### src/rtl/req_rr_scheduler_if.sv
// Request/grant bundle between N requesters and the round-robin scheduler.
// The master side drives requests; the slave side (scheduler) returns grants.
interface req_rr_scheduler_if #(
    parameter int unsigned N = 3
);
    localparam int unsigned IDW = (N > 1) ? $clog2(N) : 1;

    logic [N-1:0]   req;
    logic [N-1:0]   gnt;
    logic [IDW-1:0] gnt_id;
    logic           busy;
    logic           expire;

    modport master (output req, input gnt, gnt_id, busy, expire);
    modport slave  (input req, output gnt, gnt_id, busy, expire);
endinterface

### src/rtl/req_rr_scheduler.sv
// Round-robin scheduler with capped grant tenure and registered one-hot grant.
// Define REQ_RR_SCHED_ASSERT_EN to compile in latency/one-hot assertions and covers.
module req_rr_scheduler #(
    parameter int unsigned N        = 3,
    parameter int unsigned MAX_HOLD = 2
) (
    input  logic             clk,
    input  logic             rst,
    req_rr_scheduler_if.slave bus
);
    localparam int unsigned IDW = (N > 1) ? $clog2(N) : 1;
    localparam int unsigned HW  = (MAX_HOLD > 0) ? $clog2(MAX_HOLD + 1) : 1;
    localparam logic [HW-1:0]  HOLD_LAST = HW'(MAX_HOLD - 1);
    localparam logic [IDW-1:0] RR_RESET  = IDW'(N - 1);

    typedef enum logic {IDLE = 1'b0, OWN = 1'b1} state_t;

    state_t         state_q, state_d;
    logic [IDW-1:0] owner_q, owner_d;
    logic [IDW-1:0] rr_q,    rr_d;
    logic [HW-1:0]  hcnt_q,  hcnt_d;
    logic [N-1:0]   gnt_q,   gnt_d;
    logic           busy_q,  busy_d;
    logic           expire_q, expire_d;

    logic [N-1:0]   others;
    logic           any_found, oth_found;
    logic [IDW-1:0] any_idx,   oth_idx;
    logic           take;
    logic [IDW-1:0] take_idx;

    // First set bit scanning from+1, from+2, ... modulo N; 'from' itself is last.
    function automatic logic [IDW:0] pick(input logic [N-1:0] r, input logic [IDW-1:0] from);
        logic           found;
        logic [IDW-1:0] idx;
        logic [IDW-1:0] cand;
        found = 1'b0;
        idx   = '0;
        for (int unsigned k = 1; k <= N; k++) begin
            cand = IDW'((32'(from) + k) % N);
            if (!found && r[cand]) begin
                found = 1'b1;
                idx   = cand;
            end
        end
        return {found, idx};
    endfunction

    assign others                 = bus.req & ~(N'(1) << owner_q);
    assign {any_found, any_idx}   = pick(bus.req, rr_q);
    assign {oth_found, oth_idx}   = pick(others, rr_q);

    // State and registered outputs.
    always_ff @(posedge clk or posedge rst) begin
        if (rst) begin
            state_q  <= IDLE;
            owner_q  <= '0;
            rr_q     <= RR_RESET;
            hcnt_q   <= '0;
            gnt_q    <= '0;
            busy_q   <= 1'b0;
            expire_q <= 1'b0;
        end else begin
            state_q  <= state_d;
            owner_q  <= owner_d;
            rr_q     <= rr_d;
            hcnt_q   <= hcnt_d;
            gnt_q    <= gnt_d;
            busy_q   <= busy_d;
            expire_q <= expire_d;
        end
    end

    // Next-owner decision; in OWN, rr equals the owner so it is scanned last.
    always_comb begin
        state_d  = state_q;
        owner_d  = owner_q;
        rr_d     = rr_q;
        hcnt_d   = hcnt_q;
        gnt_d    = gnt_q;
        busy_d   = busy_q;
        expire_d = 1'b0;
        take     = 1'b0;
        take_idx = '0;

        case (state_q)
            IDLE: begin
                if (any_found) begin
                    take     = 1'b1;
                    take_idx = any_idx;
                end
            end
            OWN: begin
                if (!bus.req[owner_q]) begin
                    if (oth_found) begin
                        take     = 1'b1;
                        take_idx = oth_idx;
                    end else begin
                        state_d = IDLE;
                        gnt_d   = '0;
                        busy_d  = 1'b0;
                        hcnt_d  = '0;
                    end
                end else if (oth_found && (hcnt_q == HOLD_LAST)) begin
                    take     = 1'b1;
                    take_idx = oth_idx;
                    expire_d = 1'b1;
                end else if (hcnt_q != HOLD_LAST) begin
                    hcnt_d = HW'(hcnt_q + 1'b1);
                end
            end
            default: begin
                state_d = IDLE;
                gnt_d   = '0;
                busy_d  = 1'b0;
            end
        endcase

        if (take) begin
            state_d = OWN;
            owner_d = take_idx;
            rr_d    = take_idx;
            hcnt_d  = '0;
            gnt_d   = N'(1) << take_idx;
            busy_d  = 1'b1;
        end
    end

    assign bus.gnt    = gnt_q;
    assign bus.gnt_id = owner_q;
    assign bus.busy   = busy_q;
    assign bus.expire = expire_q;

`ifdef REQ_RR_SCHED_ASSERT_EN
    localparam int unsigned WAIT_BOUND = (N - 1) * MAX_HOLD + 1;

    
    

    for (genvar i = 0; i < int'(N); i++) begin : g_chk
        
        
    end

    
    
    
`endif
endmodule

### src/flat_wrapper.sv
// flat-port wrapper written by rule: the top's interface ports become plain ports
module req_rr_scheduler_flat 
#(
    parameter int unsigned N        = 3,
    parameter int unsigned MAX_HOLD = 2
)
  (clk, rst, bus_req, bus_gnt, bus_gnt_id, bus_busy, bus_expire);
  req_rr_scheduler_if #(.N(N)) bus_i ();
  input  logic clk;
  input  logic rst;
  input wire logic [$bits(bus_i.req)-1:0] bus_req;
  output wire logic [$bits(bus_i.gnt)-1:0] bus_gnt;
  output wire logic [$bits(bus_i.gnt_id)-1:0] bus_gnt_id;
  output wire logic [$bits(bus_i.busy)-1:0] bus_busy;
  output wire logic [$bits(bus_i.expire)-1:0] bus_expire;
  assign bus_i.req = bus_req;
  assign bus_gnt = bus_i.gnt;
  assign bus_gnt_id = bus_i.gnt_id;
  assign bus_busy = bus_i.busy;
  assign bus_expire = bus_i.expire;
  req_rr_scheduler #(.N(N), .MAX_HOLD(MAX_HOLD)) u_core (.clk(clk), .rst(rst), .bus(bus_i));
endmodule
### config.mk
export PLATFORM = sky130hd
export DESIGN_NAME = req_rr_scheduler_flat
export DESIGN_NICKNAME = d
export VERILOG_FILES = /design/src/rtl/req_rr_scheduler_if.sv /design/src/rtl/req_rr_scheduler.sv /design/src/flat_wrapper.sv
export SDC_FILE = /design/constraint.sdc
export NUM_CORES = 1
export LEC_CHECK = 0
export CORE_MARGIN = 1.5
export CORE_UTILIZATION = 57
export DETAILED_ROUTE_END_ITERATION = 6
export PLACE_DENSITY_LB_ADDON = 0.1
export SLEW_MARGIN = 20
export SYNTH_ARGS = -nofsm -noshare
export SYNTH_HDL_FRONTEND = slang
export SYNTH_SLANG_ARGS = --single-unit
### constraint.sdc
create_clock -name clk -period 4.2 [get_ports clk]
set_clock_uncertainty 0.2 [all_clocks]
set_input_delay 0.63 -clock clk [delete_from_list [all_inputs] [get_ports clk]]
set_output_delay 0.63 -clock clk [all_outputs]
set_load 0.005 [all_outputs]
==> results of run 1 <==
==> cell families after synthesis <==
logic type                 Yosys count
buffers and inverters               18
muxes                                3
DFF                                 11
xor gates and xnor gates             3
AOI/OAI and AO/OA                   34
and+or+nand+nor                     29
adders and majority gates            5
==> synthesized netlist by cell type, types with 2 or more instances <==
cell type and number:
ha_1 3, mux2_2 2, o31ai_1 2, buf_2 2, o21a_1 2, a21oi_1 3
nand2b_1 3, inv_1 11, a21bo_2 2, o22ai_1 2, buf_4 2, o21ai_0 5
dfrtp_1 10, a31oi_1 3, nand2_1 10, a21o_1 3, nor2_1 3, nor3_1 2
xor2_1 2, o211ai_1 2
==> power by group through the flow <==
| stage | clock network (uW) | registers (uW) | logic (uW) |
|---|---|---|---|
| 2_1_floorplan | 0 | 179 | 446 |
| 3_3_place_gp | 0 | 196 | 539 |
| 3_5_place_dp | 0 | 198 | 544 |
| 4_1_cts | 74.9 | 197 | 548 |
| 5_1_grt | 78.7 | 203 | 616 |
| 6_report | 70.8 | 197 | 553 |
==> layer usage <==
layer / vias up / global-route usage / routed length (microns)
met2: 39 / 0.348 / 850
li1: 389 / - / -
met5: - / 0 / 0
met4: 0 / 0.131 / 21
met1: 351 / 0.342 / 877
met3: 2 / 0.0259 / 131
==> final cells by class <==
cell class	count	share of cell area
multi-input cells	74	0.523
flip-flops and latches	11	0.278
repair buffers	11	0.111
inverters	11	0.0416
clock buffers	4	0.0264
well taps	16	0.0202
==> state kept, by name, indices dropped and copies added (netlist names) <==
| signal | flops |
|---|---|
| u_core.bus.busy | 1 |
| u_core.bus.expire | 1 |
| u_core.bus.gnt | 3 |
| u_core.bus.gnt_id | 2 |
| u_core.hcnt_q | 2 |
| u_core.rr_q | 1 |
| u_core.state_q | 1 |
==> worst max-delay path: cells and delay by family, from the launching register on <==
family / cells / cell delay [ns]
buffers and inverters: 1 / 0.14
adders and majority gates: 1 / 0.56
AOI/OAI and AO/OA: 3 / 0.76
muxes: 1 / 0.38
and+or+nand+nor: 2 / 0.38
DFF: 1 / 0.56
==> metrics by stage <==
stage / cell area (sq um) / setup WS (ns)
5_1_grt: 993 / 0.821
3_3_place_gp: 967 / 1.20
6_report: 993 / 1.09
2_1_floorplan: 882 / 1.55
3_5_place_dp: 967 / 1.16
4_1_cts: 993 / 1.14
==> worst paths after layout <==
kind                                                   from                            to  slack [ns]  depth (start not counted)
min reg2reg                    u_core.hcnt_q[1]$_DFFE_PP0P_  u_core.hcnt_q[1]$_DFFE_PP0P_        0.28                          2
max reg2reg                u_core.bus.gnt_id[0]$_DFFE_PP0P_  u_core.hcnt_q[0]$_DFFE_PP0P_        1.09                          8
min                            u_core.hcnt_q[1]$_DFFE_PP0P_  u_core.hcnt_q[1]$_DFFE_PP0P_        0.28                          2
max in group asynchronous                               rst    u_core.rr_q[1]$_DFFE_PP1P_        3.06                          2
max                        u_core.bus.gnt_id[0]$_DFFE_PP0P_  u_core.hcnt_q[0]$_DFFE_PP0P_        1.09                          8
min in group asynchronous                               rst  u_core.hcnt_q[1]$_DFFE_PP0P_        0.43                          2
==> flow_summary_export.csv, run 1 <==
group,metric,value,unit
detailed_routing,route.vias.total,781,
synthesis,synthMuxAreaShare,0.0369,
clocking,clkTransAtPathRegs,0.06,ns
timing,hold_viol_final,0,
setup_path,critPathRequiredTime,4.16,ns
timing,clock.fmax,321,MHz
finish,fin_nets,120,
die,die_w,42.3,microns
clocking,cts_tree,"done",
finish,diodes,0,
finish,instances_no_fill,127,
setup_path,worstSetupPathType,"flop to flop",
clocking,clk_latency,0.27,ns
die,core,0.00147,sq mm
clocking,cts_hold_buf,0,
detailed_routing,wirelength,1880,microns
synthesis,synth-edff-count,0,
synthesis,synth_fa_ha_area_frac,0.0667,
clocking,htreeDepth,1,
synthesis,yosys_warnings,0,
detailed_routing,drtIter0Drc,31,
finish,final_cell_mix,"inv_1 (11), clkdlybuf4s50_1 (11), nand2_1 (10), dfrtp_1 (10), o21ai_0 (5)",
place,hpwl,1400,microns
clocking,post_cts_resized,0,
hold_path,min_path_type,"flop to flop",
detailed_routing,drcViolationCount,0,
power_and_ir_drop,seqPwrFrac,0.240,
power_and_ir_drop,finalPower,821,uW
power_and_ir_drop,p_leak,0.000435,uW
synthesis,synth-xor-area-share,0.0298,
setup_path,max_stage_delay,0.56,ns
power_and_ir_drop,p_int,448,uW
power_and_ir_drop,power.switching,374,uW
power_and_ir_drop,p_clk_frac,0.086,
die,die_area,0.00179,sq mm
finish,final_util,0.675,
power_and_ir_drop,p_per_area,827,mW/mm^2
setup_path,arrival,3.07,ns
place,gp_congestion,0.885,
synthesis,synth_ff_type,"dfrtp_1",
die,rows,14,
setup_path,cpMaxStageDelayCell,"dfrtp_1",
grt,grt-ovfl-total,0,
finish,drive_gt1_frac,0.117,
power_and_ir_drop,p_sw_frac,0.455,
timing,finalCritPeriodShare,0.741,
power_and_ir_drop,comb_power_share,0.673,
setup_path,critPathCaptureType,"flop",
detailed_routing,via_per_inst,6.15,
synthesis,synth_seq_cells,11,
synthesis,synth.area.top_cells,"dfrtp_1 (28%), inv_1 (4.7%), ha_1 (4.3%), nand2_1 (4.3%), dfstp_2 (3.0%)",
synthesis,syn_avg_cell_area,8.56,sq um
finish,fillerInstances,134,
finish,regArea,277,sq um
status,status,"finished, final reports clean",
clocking,cts_buffer_depth,2,
grt,grt_pass1_vias,693,
synthesis,postSynth.asyncResetShare,1.00,
grt,antenna_found_initial,0,
synthesis,yosys.area.top_type,"dfrtp_1",
clocking,postCtsSetupRepairBufs,0,
timing,hold_ws,0.285,ns
synthesis,netlist_area,882,sq um
synthesis,yosysSeqAreaShare,0.313,
finish,multi_input_area,519,sq um
clocking,numCtsBuffers,3,
place,placedCellCount,123,
job,cap_violations,0,
timing,fin_setup_tns,0,ns
synthesis,synth_cell_types,49,
place,portBuffers,11,
die,boundaryPins,12,
setup_path,start_kind,"flop",
timing,slew_viol_final,0,
detailed_routing,first_pass_iters,4,
synthesis,synthSimpleGateAreaFrac,0.174,
synthesis,synth_top_family_by_area,"compound AO/OA/AOI/OAI gates",
synthesis,synthesis.nets,111,
setup_path,path_cells,"inv_1 -> ha_1 -> mux2_2 -> o211ai_1 -> nand4_1 -> o31ai_1 -> or2_0 -> o21ai_0",
detailed_routing,routedWlPerCell,14.8,microns
timing,worst_slew_pin_slew,0.520,ns
timing,fin_crit,3.11,ns
grt,grt_max_degree,14,
synthesis,netlist_instances,103,
grt,grt_usage,0.237,
setup_path,cp_max_fo,13,
timing,maxSlewHeadroom,0.652,
clocking,clockRootBuffer,"clkbuf_4",
timing,rsz0062_at_grt,"false",
die,floorplan.initialDensity,0.599,
detailed_routing,antenna_left,0,
grt,grt_pass1_wl,3210,microns
finish,areaGrowthSynthToFinish,12.6,%
clocking,clock-sinks,11,
power_and_ir_drop,ir_worst_vdd,462,uV
timing,finalSetupViolCount,0,
synthesis,synth_compound_gate_area_share,0.281,
die,die_h,42.3,microns
synthesis,netlist.area_leader.share,0.284,
Note: power is estimated with default switching activity, not from simulation.
==> run 2: changes to the inputs <==
--- a/config.mk
+++ b/config.mk
@@ -6,7 +6,7 @@
 export NUM_CORES = 1
 export LEC_CHECK = 0
 export CORE_MARGIN = 1.5
-export CORE_UTILIZATION = 57
+export CORE_UTILIZATION = 53
 export DETAILED_ROUTE_END_ITERATION = 6
 export PLACE_DENSITY_LB_ADDON = 0.1
 export SLEW_MARGIN = 20
==> constraint.sdc (replaced) <==
create_clock -name clk -period 3.1 [get_ports clk]
set_clock_uncertainty 0.2 [all_clocks]
set_input_delay 0.465 -clock clk [delete_from_list [all_inputs] [get_ports clk]]
set_output_delay 0.465 -clock clk [all_outputs]
set_load 0.005 [all_outputs]
==> run 2 against run 1 <==
Against the previous run:
- first-iteration DRC count shrank 26%
- sequential power grew 28%
- register-to-register slack lost 0.73 ns
- final area grew 0.76%
- final cell count grew 0.79%
- worst hold slack gained 0.00098 ns
- core utilization shrank 1.8 points
- largest cell class unchanged
- largest power group unchanged
==> flow_summary_export.csv, run 2 (synthesized netlist as in run 1, its figures left out) <==
group,metric,value,unit
clocking,cts_tree,"done",
timing,fin_crit,2.74,ns
die,boundaryPins,12,
power_and_ir_drop,p_leak,0.000440,uW
grt,met3_usage,0.0167,
grt,grt_pass1_vias,716,
clocking,numCtsBuffers,3,
grt,grt_pass1_wl,3080,microns
die,die_area,0.00192,sq mm
detailed_routing,route.vias.total,798,
finish,diodes,0,
place,portBuffers,11,
grt,grt-ovfl-total,0,
die,core,0.00152,sq mm
clocking,clock-sinks,11,
grt,antenna_found_initial,0,
place,hpwl,1410,microns
setup_path,critPathRequiredTime,3.04,ns
clocking,clk_latency,0.26,ns
setup_path,worstSetupPathType,"flop to flop",
timing,slew_viol_final,0,
power_and_ir_drop,ir_worst_vdd,606,uV
timing,clock.fmax,365,MHz
timing,rsz0062_at_grt,"false",
finish,areaGrowthSynthToFinish,13.5,%
clocking,cts_buffer_depth,2,
finish,largest_register_ffs,3,
grt,grt_usage,0.212,
setup_path,startpoint,"u_core.bus.gnt_id[0]$_DFFE_PP0P_",
die,die_h,43.8,microns
finish,fillerInstances,134,
die,die_w,43.8,microns
detailed_routing,drtIter0Drc,23,
clocking,cts_hold_buf,0,
finish,drive_gt1_frac,0.125,
setup_path,reg2reg_from,"u_core.bus.gnt_id[0]$_DFFE_PP0P_",
clocking,clockRootBuffer,"clkbuf_4",
timing,hold_viol_final,0,
grt,grt_max_degree,14,
setup_path,arrival,2.68,ns
die,rows,14,
power_and_ir_drop,p_per_area,1110,mW/mm^2
timing,finalSetupViolCount,0,
setup_path,cp_max_fo,13,
job,cap_violations,0,
detailed_routing,wirelength,1850,microns
setup_path,start_kind,"flop",
grt,met1_usage,0.293,
timing,worst_slew_pin_slew,0.517,ns
clocking,htreeDepth,1,
clocking,postCtsSetupRepairBufs,0,
finish,final_cell_mix,"inv_1 (11), clkdlybuf4s50_1 (11), nand2_1 (10), dfrtp_1 (10), o21ai_0 (5)",
timing,finalCritPeriodShare,0.884,
detailed_routing,first_pass_iters,4,
detailed_routing,antenna_left,0,
grt,gr-max-usage-layer,"met2",
die,floorplan.initialDensity,0.579,
place,gp_congestion,0.895,
clocking,post_cts_resized,0,
finish,fin_nets,121,
grt,grt.met2_usage,0.338,
hold_path,min_path_type,"input port to async pin",
detailed_routing,drcViolationCount,0,
setup_path,critPathCaptureType,"flop",
detailed_routing,via_per_inst,6.23,
timing,maxSlewHeadroom,0.654,
detailed_routing,routedWlPerCell,14.4,microns
status,status,"finished, final reports clean",
timing,fin_setup_tns,0,ns
clocking,clkTransAtPathRegs,0.06,ns
finish,final_util,0.657,
run 2: cell count changes in the layout (fill, tap and decap cells not counted), sizes merged:
cell	change
buf	+1
run 2: final cells by class:
type                    instances  area [sq um]  share of cell area
multi-input cells              74           519               0.519
flip-flops and latches         11           277               0.276
repair buffers                 12           118               0.118
inverters                      11          41.3              0.0413
clock buffers                   4          26.3              0.0263
well taps                      16          20.0              0.0200
run 2: power breakdown:
part           switching [uW]  internal (uW)  leakage, uW
Clock                    41.5           49.6    0.0000150
Sequential               43.7            210     0.000137
Combinational             413            355     0.000289
Total                     499            615     0.000440
run 2: layer usage:
layer,routed length (microns),vias up,share of wire
met2,860,24,0.47
li1,-,393,-
met5,0,-,0
met3,65,2,0.035
met1,910,379,0.49
met4,12,0,0.0065
run 2: path summary, 6_finish.rpt:
path	end	slack [ns]	cells past startpoint
worst max-delay path	u_core.hcnt_q[0]$_DFFE_PP0P_	0.36	8
min in group clk	u_core.hcnt_q[1]$_DFFE_PP0P_	0.29	2
max in group asynchronous	u_core.rr_q[1]$_DFFE_PP1P_	2.10	2
worst min-delay path	u_core.bus.gnt_id[1]$_DFFE_PP0P_	0.29	2
worst min register to register	u_core.hcnt_q[1]$_DFFE_PP0P_	0.29	2
worst max register to register	u_core.hcnt_q[0]$_DFFE_PP0P_	0.36	8
run 2: per-stage QoR:
stage | power (uW) | area (sq um) | std cells | hold slack, ns | setup WS (ns)
2_1_floorplan | 847 | 882 | 103 | 0.117 | 0.450
3_3_place_gp | 1010 | 975 | 124 | 0.266 | 0.405
3_5_place_dp | 1010 | 975 | 124 | 0.277 | 0.381
4_1_cts | 1120 | 1000 | 128 | 0.291 | 0.366
5_1_grt | 1210 | 1000 | 128 | 0.319 | 0.0879
6_report | 1110 | 1000 | 128 | 0.286 | 0.360
run 2: worst max-delay path: stages (launching register included):
cell and delay (ns):
dfrtp_1 0.34, inv_1 0.07, ha_1 0.53, mux2_2 0.38, o211ai_1 0.25, nand4_1 0.20
o31ai_1 0.42, or2_0 0.16, o21ai_0 0.06
